### config.mk
export PLATFORM = sky130hd
export DESIGN_NAME = ahbl_excl_monitor
export DESIGN_NICKNAME = d
export VERILOG_FILES = /design/src/rtl/ahbl_excl_monitor.sv
export SDC_FILE = /design/constraint.sdc
export NUM_CORES = 1
export LEC_CHECK = 0
export CAP_MARGIN = 25
export CORE_MARGIN = 1
export CORE_UTILIZATION = 62
export CTS_CLUSTER_DIAMETER = 50
export DETAILED_ROUTE_END_ITERATION = 12
export DONT_BUFFER_PORTS = 1
export PLACE_DENSITY = 0.8
export SLEW_MARGIN = 40
export SYNTH_ARGS = -nofsm -noshare
export SYNTH_HDL_FRONTEND = slang
export SYNTH_SLANG_ARGS = --single-unit
### constraint.sdc
create_clock -name clk -period 7.8 [get_ports clk]
set_input_delay 1.56 -clock clk [delete_from_list [all_inputs] [get_ports clk]]
set_output_delay 1.56 -clock clk [all_outputs]
set_load 0.005 [all_outputs]
### src/rtl/ahbl_excl_monitor.sv
// ahbl_excl_monitor: global exclusive-access monitor between an AHB-Lite
// arbiter and a single slave. It keeps one address-granule reservation per
// master, suppresses exclusive writes that lost their reservation, and
// reports exclusive-okay back toward the arbiter. The address and response
// paths are combinational, so the monitor adds no latency.
module ahbl_excl_monitor #(
  parameter int N_MASTERS = 2,
  parameter int W_ADDR    = 32,
  parameter int W_DATA    = 32,
  parameter int GRAN_LOG2 = 3
) (
  input  logic              clk,
  input  logic              rst,
  // merged address/data phase from the arbiter
  input  logic              src_hready,
  input  logic [W_ADDR-1:0] src_haddr,
  input  logic              src_hwrite,
  input  logic [1:0]        src_htrans,
  input  logic [2:0]        src_hsize,
  input  logic [2:0]        src_hburst,
  input  logic [3:0]        src_hprot,
  input  logic              src_hmastlock,
  input  logic [W_DATA-1:0] src_hwdata,
  input  logic              src_hexcl,
  input  logic [7:0]        src_hmaster,
  output logic              src_hready_resp,
  output logic              src_hresp,
  output logic [W_DATA-1:0] src_hrdata,
  output logic              src_hexokay,
  // toward the slave
  output logic              dst_hready,
  output logic [W_ADDR-1:0] dst_haddr,
  output logic              dst_hwrite,
  output logic [1:0]        dst_htrans,
  output logic [2:0]        dst_hsize,
  output logic [2:0]        dst_hburst,
  output logic [3:0]        dst_hprot,
  output logic              dst_hmastlock,
  output logic [W_DATA-1:0] dst_hwdata,
  input  logic              dst_hready_resp,
  input  logic              dst_hresp,
  input  logic [W_DATA-1:0] dst_hrdata
);

  localparam int         W_GRAN = W_ADDR - GRAN_LOG2;
  localparam logic [7:0] N_M8   = 8'(N_MASTERS);

  // reservation table
  logic [N_MASTERS-1:0] res_valid_q, res_valid_d;
  logic [W_GRAN-1:0]    res_gran_q [N_MASTERS];
  logic [W_GRAN-1:0]    res_gran_d [N_MASTERS];

  // data-phase register
  logic              dph_valid_q, dph_excl_q, dph_write_q, dph_sup_q;
  logic [7:0]        dph_master_q;
  logic [W_GRAN-1:0] dph_gran_q;

  logic              dph_done_s, ok_s, pass_s, sup_s;
  logic [W_GRAN-1:0] addr_gran_s;

  assign addr_gran_s = src_haddr[W_ADDR-1:GRAN_LOG2];

  // Pass-through paths; only htrans is altered, to hide a failing exclusive write.
  assign dst_hready    = src_hready;
  assign dst_haddr     = src_haddr;
  assign dst_hwrite    = src_hwrite;
  assign dst_htrans    = sup_s ? 2'b00 : src_htrans;
  assign dst_hsize     = src_hsize;
  assign dst_hburst    = src_hburst;
  assign dst_hprot     = src_hprot;
  assign dst_hmastlock = src_hmastlock;
  assign dst_hwdata    = src_hwdata;
  assign src_hrdata    = dst_hrdata;

  // Response mux: a suppressed data phase is answered locally with OKAY.
  always_comb begin
    src_hready_resp = dst_hready_resp;
    src_hresp       = dst_hresp;
    if (dph_valid_q && dph_sup_q) begin
      src_hready_resp = 1'b1;
      src_hresp       = 1'b0;
    end else begin
      src_hready_resp = dst_hready_resp;
      src_hresp       = dst_hresp;
    end
  end

  assign dph_done_s  = dph_valid_q & src_hready_resp;
  assign ok_s        = ~src_hresp;
  assign src_hexokay = dph_valid_q & dph_excl_q & ~dph_sup_q &
                       (dph_master_q < N_M8) & ~dst_hresp;

  // Next reservation table after this cycle's data-phase completion.
  always_comb begin
    res_valid_d = res_valid_q;
    for (int i = 0; i < N_MASTERS; i++) begin
      res_gran_d[i] = res_gran_q[i];
    end
    if (dph_done_s) begin
      for (int i = 0; i < N_MASTERS; i++) begin
        if (dph_excl_q && !dph_write_q && ok_s && (dph_master_q == 8'(i))) begin
          res_valid_d[i] = 1'b1;
          res_gran_d[i]  = dph_gran_q;
        end else if (dph_write_q && !dph_sup_q && ok_s && (res_gran_q[i] == dph_gran_q)) begin
          res_valid_d[i] = 1'b0;
        end else if (dph_write_q && dph_excl_q && (dph_master_q == 8'(i))) begin
          res_valid_d[i] = 1'b0;
        end else begin
          res_valid_d[i] = res_valid_q[i];
        end
      end
    end else begin
      res_valid_d = res_valid_q;
    end
  end

  // Exclusive-write pass check against the bypassed (next) table.
  always_comb begin
    pass_s = 1'b0;
    for (int i = 0; i < N_MASTERS; i++) begin
      if (src_hmaster == 8'(i)) begin
        pass_s = res_valid_d[i] && (res_gran_d[i] == addr_gran_s);
      end else begin
        pass_s = pass_s;
      end
    end
    sup_s = src_htrans[1] & src_hexcl & src_hwrite & ~pass_s;
  end

  // Reservation table and data-phase register state.
  always_ff @(posedge clk) begin
    if (rst) begin
      res_valid_q  <= '0;
      dph_valid_q  <= 1'b0;
      dph_excl_q   <= 1'b0;
      dph_write_q  <= 1'b0;
      dph_sup_q    <= 1'b0;
      dph_master_q <= 8'h00;
      dph_gran_q   <= '0;
      for (int i = 0; i < N_MASTERS; i++) begin
        res_gran_q[i] <= '0;
      end
    end else begin
      res_valid_q <= res_valid_d;
      for (int i = 0; i < N_MASTERS; i++) begin
        res_gran_q[i] <= res_gran_d[i];
      end
      if (src_hready) begin
        dph_valid_q  <= src_htrans[1];
        dph_excl_q   <= src_htrans[1] & src_hexcl;
        dph_write_q  <= src_htrans[1] & src_hwrite;
        dph_sup_q    <= sup_s;
        dph_master_q <= src_hmaster;
        dph_gran_q   <= addr_gran_s;
      end
    end
  end

endmodule

==> Word level (Yosys, flattened, before mapping) <==
Memory sizes are Yosys's and may differ from the RTL's.
Cells that the tools add are included.
{ "totals": {"n_memories": 1, "elab_cells": 68, "register_bits": 43, "input_bits": 124, "ram_bits": 58} }
{ "memory_table": {"columns": ["name", "depth", "word_bits", "read_ports", "rd_clocked_by_memory_dff", "wr", "line", "text"], "rows": [
  ["res_gran_q", 2, 29, 2, 0, 2, "50", "logic [W_GRAN-1:0] res_gran_q [N_MASTERS];"]
]} }
{ "op_classes": {"magnitude_cmp": 1, "eq_ne": 6, "n_mux": 20, "n_bitwise": 15, "n_reduce_logical": 18} }
{ "ops": {"columns": ["op", "n"], "rows": [
  ["29-bit equality test", 4],
  ["29-bit 2-to-1 mux", 4],
  ["58-bit 2-to-1 mux", 1],
  ["8-bit by 1-bit equality test with 1-bit output (second input constant)", 2],
  ["8-bit zero test", 2],
  ["1-bit logical AND", 14],
  ["1-bit 2-to-1 mux", 13],
  ["1-bit bitwise AND", 9],
  ["8-bit by 2-bit < comparator with 1-bit output (second input constant)", 1],
  ["2-bit 2-to-1 mux", 2],
  ["1-bit inverter", 4],
  ["1-bit zero test", 2],
  ["1-bit OR", 2]
]} }

==> Depth between registers and ports, before layout <==
Gate-level depths: netlist of the first run.
{ "depth": {"depth_word": 14, "ltp_mapped": 10} }

==> Least setup slack after synthesis of the first run <==
Ideal clock, no wire load.
{ "synth_timing": {"path_kind": "input to output", "from": "input port src_haddr[25]", "to": "output port dst_htrans[0]", "stages": 8, "required_ps": 6240, "path_buffers": 1, "path_slack_ps": 2648, "t_arrival_ps": 3592, "cell_sequence": "clkbuf_1 xor2_1 or4_2 or4_4 a211oi_1 and4_1 nand4_1 a21boi_1"} }
{ "synth_between": {"elab_chain_len": 7, "word_cells_on_any_way": 9} }
{ "synth_lines": {"columns": ["element", "line", "text"], "rows": [
  ["start, declared", "16", "input logic [W_ADDR-1:0] src_haddr,"],
  ["29-bit equality test", "122", "pass_s = res_valid_d[i] && (res_gran_d[i] == addr_gran_s);"],
  ["1-bit logical AND", "122", null],
  ["1-bit 2-to-1 mux", "121", "if (src_hmaster == 8'(i)) begin"],
  ["1-bit 2-to-1 mux (*)", "121", null],
  ["1-bit inverter (*)", "127", "sup_s = src_htrans[1] & src_hexcl & src_hwrite & ~pass_s;"],
  ["1-bit bitwise AND (*)", "127", null],
  ["2-bit 2-to-1 mux (*)", "67", "assign dst_htrans = sup_s ? 2'b00 : src_htrans;"],
  ["end, declared", "34", "output logic [1:0] dst_htrans,"]
]} }
Mark *: on every way between the ends. The rest lies on a longest branch, timed or not.

==> Final worst setup path of the first run <==
{ "layout_timing": {"from": "input port dst_hready_resp", "to": "output port dst_htrans[1]"} }
{ "layout_between": {"elab_chain_len": 10, "word_cells_on_any_way": 13} }
{ "layout_lines": {"columns": ["element", "line", "text"], "rows": [
  ["start, declared", "40", "input logic dst_hready_resp,"],
  ["1-bit 2-to-1 mux (*)", "79", "if (dph_valid_q && dph_sup_q) begin"],
  ["1-bit bitwise AND (*)", "88", "assign dph_done_s = dph_valid_q & src_hready_resp;"],
  ["58-bit 2-to-1 mux", "99", "if (dph_done_s) begin"],
  ["29-bit equality test", "122", null],
  ["1-bit logical AND", "122", null],
  ["1-bit 2-to-1 mux", "121", null],
  ["1-bit 2-to-1 mux (*)", "121", null],
  ["1-bit inverter (*)", "127", null],
  ["1-bit bitwise AND (*)", "127", null],
  ["2-bit 2-to-1 mux (*)", "67", null]
]} }
Marks and branches as above.

==> metrics.txt, run 1 <==
HP Class flip-flop to flip-flop; post_cts resized 0; Worst R2R Start dph_master_q[4]; HP Start dph_excl_q; Seq cells post-synth 101; CTS Hold Bufs 0; Vias 5170; Achievable Freq 0.178 GHz; postcts setup bufs 0; Critical Path Sink Type primary output; CORE AREA 0.0105 mm^2; Leak 2.60 nW; CP startpoint kind input pin; Remaining DRCs 0; Compound-Gate Fraction of Synth Area 8.37%; Slew Limit Fails 0; XOR/XNOR share of the synthesized area 12.7%; Die X 107 um; r2r setup slk 4520 ps; Post-synth EDFFs 0; Nets 797; Via density 6.36; adder-cell share of the synthesized area 0%; Area Growth Syn to Fin -10.3%; post-route clock period utilization 72.1%; post-synth top area share 29.8%; mux contribution to synthesized area 9.74%; Slew @ Worst Pin 870 ps; Sink Count 101; Post-Synth Simple-Gate Area 22.6%; initial drt markers 477; setup TNS 0 ps; largest family of logic cells by synthesized area simple AND/OR/NAND/NOR gates; Initial Utilization 64.8%; post-synthesis average cell area 8.24 um^2; Hold WS 481 ps; Remaining Overflow, GRT 0; CTS tree built; Synth top cells by count 110 x buf_4, 101 x dfxtp_1, 83 x nor2_1, 69 x nand2_1; filler instances 982; initial antenna violation count 0; top_reg_cell synth dfxtp_1; power density cells 157 mW/mm^2; Crit. Startpoint dst_hready_resp; GRT Total Usage 34.2%; Period minus WS final 5630 ps; Mapped Area 0.00678 mm^2; per-cell routed wire length 24.0 um; worst rel slew slack 42.0%; MaxCap Viol Count 0; port bufs 0; Unique masters post-synth 66; most frequent cell after synthesis buf_4; RePlAce Congestion 1.00; clock root cell clkbuf_8; arrival time worst endpoint 4070 ps; Synthesis Warnings 0; worst vdd ir 0.148 mV; ratio of cells with drive above 1 in the final layout 5.17%; pin count of the biggest net entering global routing 103; die height 107 um; top cells by area, synth dfxtp_1 30%, buf_4 12%, mux2i_1 9.7%; CP Class input pin to primary output; Post-DRT Antenna Nets 0; Req. time, crit path 6240 ps; clk slew on worst S/H paths 90 ps; final wirelength 19500 um; RSZ-0062 raised after global routing no; top cell type by total area after synthesis dfxtp_1; Fin. Hold Viols 0; die area 0.0114 mm^2; wire length of the first global-routing pass 28700 um; syn_nets 947; Max Fanout on Critical Path 21; Post-synth ARST share 0%; cells after synthesis 823; status finished, final reports clean; Final HPWL DP 14700 um; # IOs 238; final setup vio count 0; total CTS buffers 9; Detailed Routing Iterations Pass 1 5; Seq/Total Area, Yosys 29.8%; clk_skew 16.0 ps; # H-tree levels 3; vias in the first global route 4888; number of diodes 0; Clock Path Buffers 2; clk_lat worst skew 390 ps; # rows 37
==> sequential cells by signal (all words and copies together) (netlist names) <==
register	count
res_gran_q	58
dph_sup_q	1
res_valid_q	2
dph_excl_q	1
dph_valid_q	1
dph_gran_q	29
dph_master_q	8
dph_write_q	1
==> stage by stage <==
stage | setup slack, ps | power (mW) | area [um^2] | utilization, % | instances
floorplan | 2650 | 0.695 | 6780 | - | 823
global placement | 2230 | 0.661 | 5930 | 56.6 | 798
detailed placement | 2200 | 0.662 | 5930 | 56.6 | 798
CTS | 2190 | 0.958 | 6090 | 58.2 | 813
global route | 2050 | 0.986 | 6090 | 58.2 | 813
finish | 2170 | 0.954 | 6090 | 58.2 | 813
==> final timing paths <==
kind	to	cells past startpoint
min	dph_excl_q	2
max	dst_htrans[1]	9
max reg2reg	dph_sup_q	8
min reg2reg	dph_excl_q	2
==> power breakdown <==
group / leakage (nW) / switching, mW / total, mW / internal (mW)
registers: 0.821 / 0.0264 / 0.554 / 0.528
logic: 1.69 / 0.0492 / 0.0989 / 0.0497
clock network: 0.0833 / 0.178 / 0.301 / 0.123
==> cell usage in the layout, fill, tap and decap left out, types with 17 or more instances in the layout <==
cell type	netlist	routed
a21oi_1	41	41
xor2_1	66	66
dfxtp_1	101	101
inv_1	17	17
nor4_1	28	28
xnor2_1	32	32
mux2i_1	66	66
nor2_1	83	83
nand2b_1	33	33
nand4_1	17	17
nand2_1	69	69
==> area by class of cell <==
type	instances	area (um^2)	area share, %
well taps	136	170	2.80
flip-flops and latches	101	2020	33.2
clock inverters	2	10.0	0.164
multi-input cells	541	3650	60.0
repair buffers	3	22.5	0.370
clock buffers	13	149	2.45
inverters	17	63.8	1.05
==> per-layer routing <==
| metal | track usage (%) | up-vias | part of all wire (%) | wire length [um] |
|---|---|---|---|---|
| li1 | - | 2358 | - | - |
| met1 | 42.9 | 2437 | 41 | 7920 |
| met2 | 55.7 | 305 | 46 | 9050 |
| met3 | 9.12 | 70 | 9.6 | 1880 |
| met4 | 14.1 | 0 | 3.4 | 654 |
| met5 | 0 | - | 0 | 0 |
==> critical path, cell delays in order <==
cell	delay [ps]
nor2b_4	130
o2111ai_4	700
buf_4	350
mux2i_1	270
nor2_1	120
a2111oi_4	270
and4_1	250
nand4_1	180
a21boi_1	230
==> cell families after synthesis <==
logic type | Yosys count
buf+inv | 181
xor+xnor | 98
compound gates | 84
simple gates | 293
flops | 101
mux | 66
No activity file was read; power rests on OpenSTA's default activity.
==> run 2: changes to the inputs <==
--- a/config.mk
+++ b/config.mk
@@ -7,11 +7,11 @@
 export LEC_CHECK = 0
 export CAP_MARGIN = 25
 export CORE_MARGIN = 1
-export CORE_UTILIZATION = 62
+export CORE_UTILIZATION = 58
 export CTS_CLUSTER_DIAMETER = 50
 export DETAILED_ROUTE_END_ITERATION = 12
 export DONT_BUFFER_PORTS = 1
-export PLACE_DENSITY = 0.8
+export PLACE_DENSITY = 0.78
 export SLEW_MARGIN = 40
 export SYNTH_ARGS = -nofsm -noshare
 export SYNTH_HDL_FRONTEND = slang
==> constraint.sdc (replaced) <==
create_clock -name clk -period 5.05 [get_ports clk]
set_input_delay 1.01 -clock clk [delete_from_list [all_inputs] [get_ports clk]]
set_output_delay 1.01 -clock clk [all_outputs]
set_load 0.005 [all_outputs]
==> metrics.txt, run 2 (synthesized netlist as in run 1, its figures left out) <==
status finished, final reports clean; Remaining DRCs 0; power density cells 275 mW/mm^2; Worst R2R Start dph_master_q[7]; RePlAce Congestion 1.00; wire length of the first global-routing pass 28700 um; pin count of the biggest net entering global routing 103; post_cts resized 0; Post-DRT Antenna Nets 0; clk_skew 7.48 ps; Remaining Overflow, GRT 0; worst vdd ir 0.308 mV; postcts setup bufs 0; Period minus WS final 4300 ps; Req. time, crit path 4040 ps; HP Start res_gran_q[0][50]; most frequent cells in the layout 101 x dfxtp_1, 83 x nor2_1, 69 x nand2_1; # IOs 238; GRT Total Usage 33.3%; Detailed Routing Iterations Pass 1 6; Fin. Hold Viols 0; port bufs 0; initial drt markers 410; CP Class flip-flop to primary output; total CTS buffers 9; top flop regs res_gran_q: 58 flops, dph_gran_q: 29 flops, dph_master_q: 8 flops; ratio of cells with drive above 1 in the final layout 5.59%; Nets 800; clock root cell clkbuf_16; clk_lat worst skew 360 ps; Crit. Startpoint dph_master_q[7]; die area 0.0121 mm^2; final wirelength 19600 um; max FFs per register 58; initial antenna violation count 0; CTS Hold Bufs 0; Clock Path Buffers 2; worst setup margin 747 ps; post-route clock period utilization 85.2%; number of diodes 0; Critical Path Sink Type primary output; RSZ-0062 raised after global routing no; setup TNS 0 ps; die height 110 um; final setup vio count 0; arrival time worst endpoint 3290 ps; placed insts 808; HP Class flip-flop to flip-flop; worst r2r dst dph_sup_q; CTS tree built; CP startpoint kind flip-flop; Via density 6.30; commonest non-fill, non-tap cell in the layout dfxtp_1; FF-to-FF path depth 9; Final HPWL DP 14800 um; Worst Hold Endpoint res_gran_q[0][50]; post-route insts no fill 823; worst hold path cell count 2; Slew Limit Fails 0; Achievable Freq 0.232 GHz; Initial Utilization 59.4%; # rows 39; vias in the first global route 4931; per-cell routed wire length 23.8 um; CORE AREA 0.0114 mm^2; Area Growth Syn to Fin -7.65%; Max Fanout on Critical Path 5; Slew @ Worst Pin 739 ps; Leak 2.68 nW; MaxCap Viol Count 0; # H-tree levels 3; Sink Count 101; worst slack, placed 821 ps; largest register by flop count res_gran_q; worst rel slew slack 50.7%; Die X 110 um; clk slew on worst S/H paths 70 ps; Vias 5186; r2r setup slk 1860 ps
run 2: cell types whose count changed in the layout (fill, tap and decap cells not counted), sizes merged:
| cell | change |
|---|---|
| buf | +3 |
| clkbuf | +1 |
| bufinv | +1 |
| clkinv | -2 |
run 2: worst max-delay path: stages, from the launching register on:
cell and delay [ps]:
dfxtp_1 330, nor4b_4 590, nand3_2 150, or4_4 490, or4_4 520, a211oi_1 240, and4_1 250, nand4_1 150
a21boi_1 210
run 2: worst max-delay path by stage:
stage                     to  slack (ps)
2_1_floorplan  dst_htrans[0]        1000
4_1_cts        dst_htrans[1]         740
3_3_place_gp   dst_htrans[1]         830
5_1_grt        dst_htrans[0]         500
6_report       dst_htrans[1]         750
3_5_place_dp   dst_htrans[1]         820
run 2: report_power, final:
part	switching, mW	internal (mW)	total, mW
clock network	0.300	0.409	0.709
registers	0.0412	0.816	0.857
logic	0.0778	0.0769	0.155
total	0.419	1.30	1.72
run 2: final cells by class:
class,instances,area [um^2]
tap,143,179
sequential,101,2020
clock inverter,1,30.0
multi-input combinational,541,3650
timing repair buffer,6,57.6
fill,1063,5150
inverter,17,63.8
clock buffer,14,264
run 2: through the flow:
stage | instance area (um^2) | hold slack, ps | util, % | power (mW)
global route | 6260 | 505 | 54.9 | 1.78
detailed placement | 5970 | 477 | 52.3 | 1.03
floorplan | 6780 | 451 | - | 1.07
global placement | 5970 | 463 | 52.3 | 1.02
CTS | 6260 | 485 | 54.9 | 1.73
finish | 6260 | 489 | 54.9 | 1.72
run 2: per-layer routing:
metal  part of all wire, %  global-route usage (%)  vias to the layer above
li1                      -                       -                     2365
met1                    40                    41.5                     2463
met2                    46                    53.0                      291
met3                   9.6                    9.82                       67
met4                   4.1                    15.6                        0
met5                     0                       0                        -
==> run 3: changes to the inputs <==
--- a/config.mk
+++ b/config.mk
@@ -7,11 +7,11 @@
 export LEC_CHECK = 0
 export CAP_MARGIN = 25
 export CORE_MARGIN = 1
-export CORE_UTILIZATION = 58
+export CORE_UTILIZATION = 62
 export CTS_CLUSTER_DIAMETER = 50
 export DETAILED_ROUTE_END_ITERATION = 12
 export DONT_BUFFER_PORTS = 1
-export PLACE_DENSITY = 0.78
+export PLACE_DENSITY = 0.8
 export SLEW_MARGIN = 40
 export SYNTH_ARGS = -nofsm -noshare
 export SYNTH_HDL_FRONTEND = slang
==> constraint.sdc (replaced) <==
create_clock -name clk -period 4.5 [get_ports clk]
set_input_delay 0.9 -clock clk [delete_from_list [all_inputs] [get_ports clk]]
set_output_delay 0.9 -clock clk [all_outputs]
set_load 0.005 [all_outputs]
==> metrics.txt, run 3 (synthesized netlist as in run 1, its figures left out) <==
Initial Utilization 64.8%; internal power 1.27 mW; final wirelength 19500 um; crit-path max cell delay 510 ps; Comb pwr share 10.3%; Remaining DRCs 0; initial drt markers 354; Power Total 1.72 mW; clk_lat worst skew 390 ps; # H-tree levels 3; sw frac 26.1%; largest register by flop count res_gran_q; commonest non-fill, non-tap cell in the layout dfxtp_1; ratio of cells with drive above 1 in the final layout 5.87%; wire length of the first global-routing pass 28700 um; Post-DRT Antenna Nets 0; Sink Count 101; Leak 2.63 nW; clk_skew 11.4 ps; worst hold path cell count 2; Vias 5154; delay-heaviest family, CP simple AND/OR/NAND/NOR gates; Clock power frac 34.0%; GRT Total Usage 34.4%; pin count of the biggest net entering global routing 103; RSZ-0062 raised after global routing no; initial antenna violation count 0; CORE AREA 0.0105 mm^2; Detailed Routing Iterations Pass 1 7; number of diodes 0; Critical Path Sink Type primary output; # IOs 238; Final HPWL DP 14800 um; FF-to-FF path depth 8; cell mode on critical path or4_4; Achievable Freq 0.241 GHz; Remaining Overflow, GRT 0; postcts setup bufs 0; Slew @ Worst Pin 745 ps; Slew Limit Fails 0; final setup vio count 0; clock root cell clkbuf_8; crit path cell chain nor4_4, nand3_2, or4_4, or4_4, a211oi_1, and4_1, nand4_1, a21boi_1; Clock Path Buffers 2; per-cell routed wire length 23.8 um; WP buf/inv 0; post-route clock period utilization 92.4%; switching pwr 449 uW; Req. time, crit path 3600 ps; Via density 6.31; status finished, final reports clean; Nets 800; die height 107 um; CP startpoint kind flip-flop; port bufs 0; max FFs per register 58; RePlAce Congestion 1.03; CTS tree built; total stage count of the critical path 8; Area Growth Syn to Fin -9.28%; total CTS buffers 9; power density cells 280 mW/mm^2; slowest CP cell nor4_4; CP Class flip-flop to primary output; Max Fanout on Critical Path 5; worst vdd ir 0.201 mV; clk slew on worst S/H paths 100 ps; most frequent cells in the layout 101 x dfxtp_1, 83 x nor2_1, 69 x nand2_1; top flop regs res_gran_q: 58 flops, dph_gran_q: 29 flops, dph_master_q: 8 flops; Fin. Hold Viols 0; setup TNS 0 ps; HP Class flip-flop to flip-flop; Seq pwr share 55.7%; vias in the first global route 4887; MaxCap Viol Count 0; Die X 107 um; post_cts resized 0; CTS Hold Bufs 0; Period minus WS final 4160 ps; die area 0.0114 mm^2; arrival time worst endpoint 3260 ps; # rows 37; worst rel slew slack 50.3%
==> run 3: power groups by stage <==
stage / Clock [mW] / Sequential, mW / Combinational (mW)
after floorplan: 0 / 0.946 / 0.259
after global placement: 0 / 0.977 / 0.173
after detailed placement: 0 / 0.978 / 0.175
after CTS: 0.598 / 0.958 / 0.176
after global routing: 0.631 / 0.962 / 0.191
final: 0.585 / 0.959 / 0.178
==> run 3: worst min-delay path: cells and delay by family, from the launching register on <==
family / cells / cell delay [ps]
AO/OA/AOI/OAI: 1 / 60
AND/OR/NAND/NOR: 1 / 70
flip-flops: 1 / 320
==> run 3: final cells by class <==
class / instances / area [um^2]
repair buffers: 6 / 57.6
clock inverters: 4 / 47.5
inverters: 17 / 63.8
well taps: 136 / 170
clock buffers: 12 / 145
flip-flops and latches: 101 / 2020
fillers: 948 / 4310
multi-input cells: 541 / 3650
==> run 3: stage by stage <==
stage          util [%]  hold slack [ps]  cells  setup WS (ps)  area, um^2
6_report           58.8              482    817            342        6150
5_1_grt            58.8              511    817            172        6150
4_1_cts            58.8              477    817            319        6150
3_5_place_dp       57.0              462    801            461        5960
3_3_place_gp       57.0              464    801            484        5960
2_1_floorplan         -              451    823            668        6780
==> run 3: path summary, 6_finish.rpt <==
| kind | endpoint | slack [ps] | from |
|---|---|---|---|
| min reg2reg | dph_excl_q | 480 | dph_excl_q |
| max reg2reg | dph_sup_q | 1380 | dph_master_q[4] |
| min | dph_excl_q | 480 | dph_excl_q |
| max | dst_htrans[0] | 340 | dph_master_q[4] |
==> run 3: metal layers <==
layer  GRT usage [%]  part of all wire, %  wire length (um)  vias up
met5            2.38                 0.19                37        -
met4            15.5                  3.7               716        2
met3            11.1                   10              1960       79
met2            56.3                   47              9230      302
met1            41.0                   39              7500     2406
li1                -                    -                 -     2365
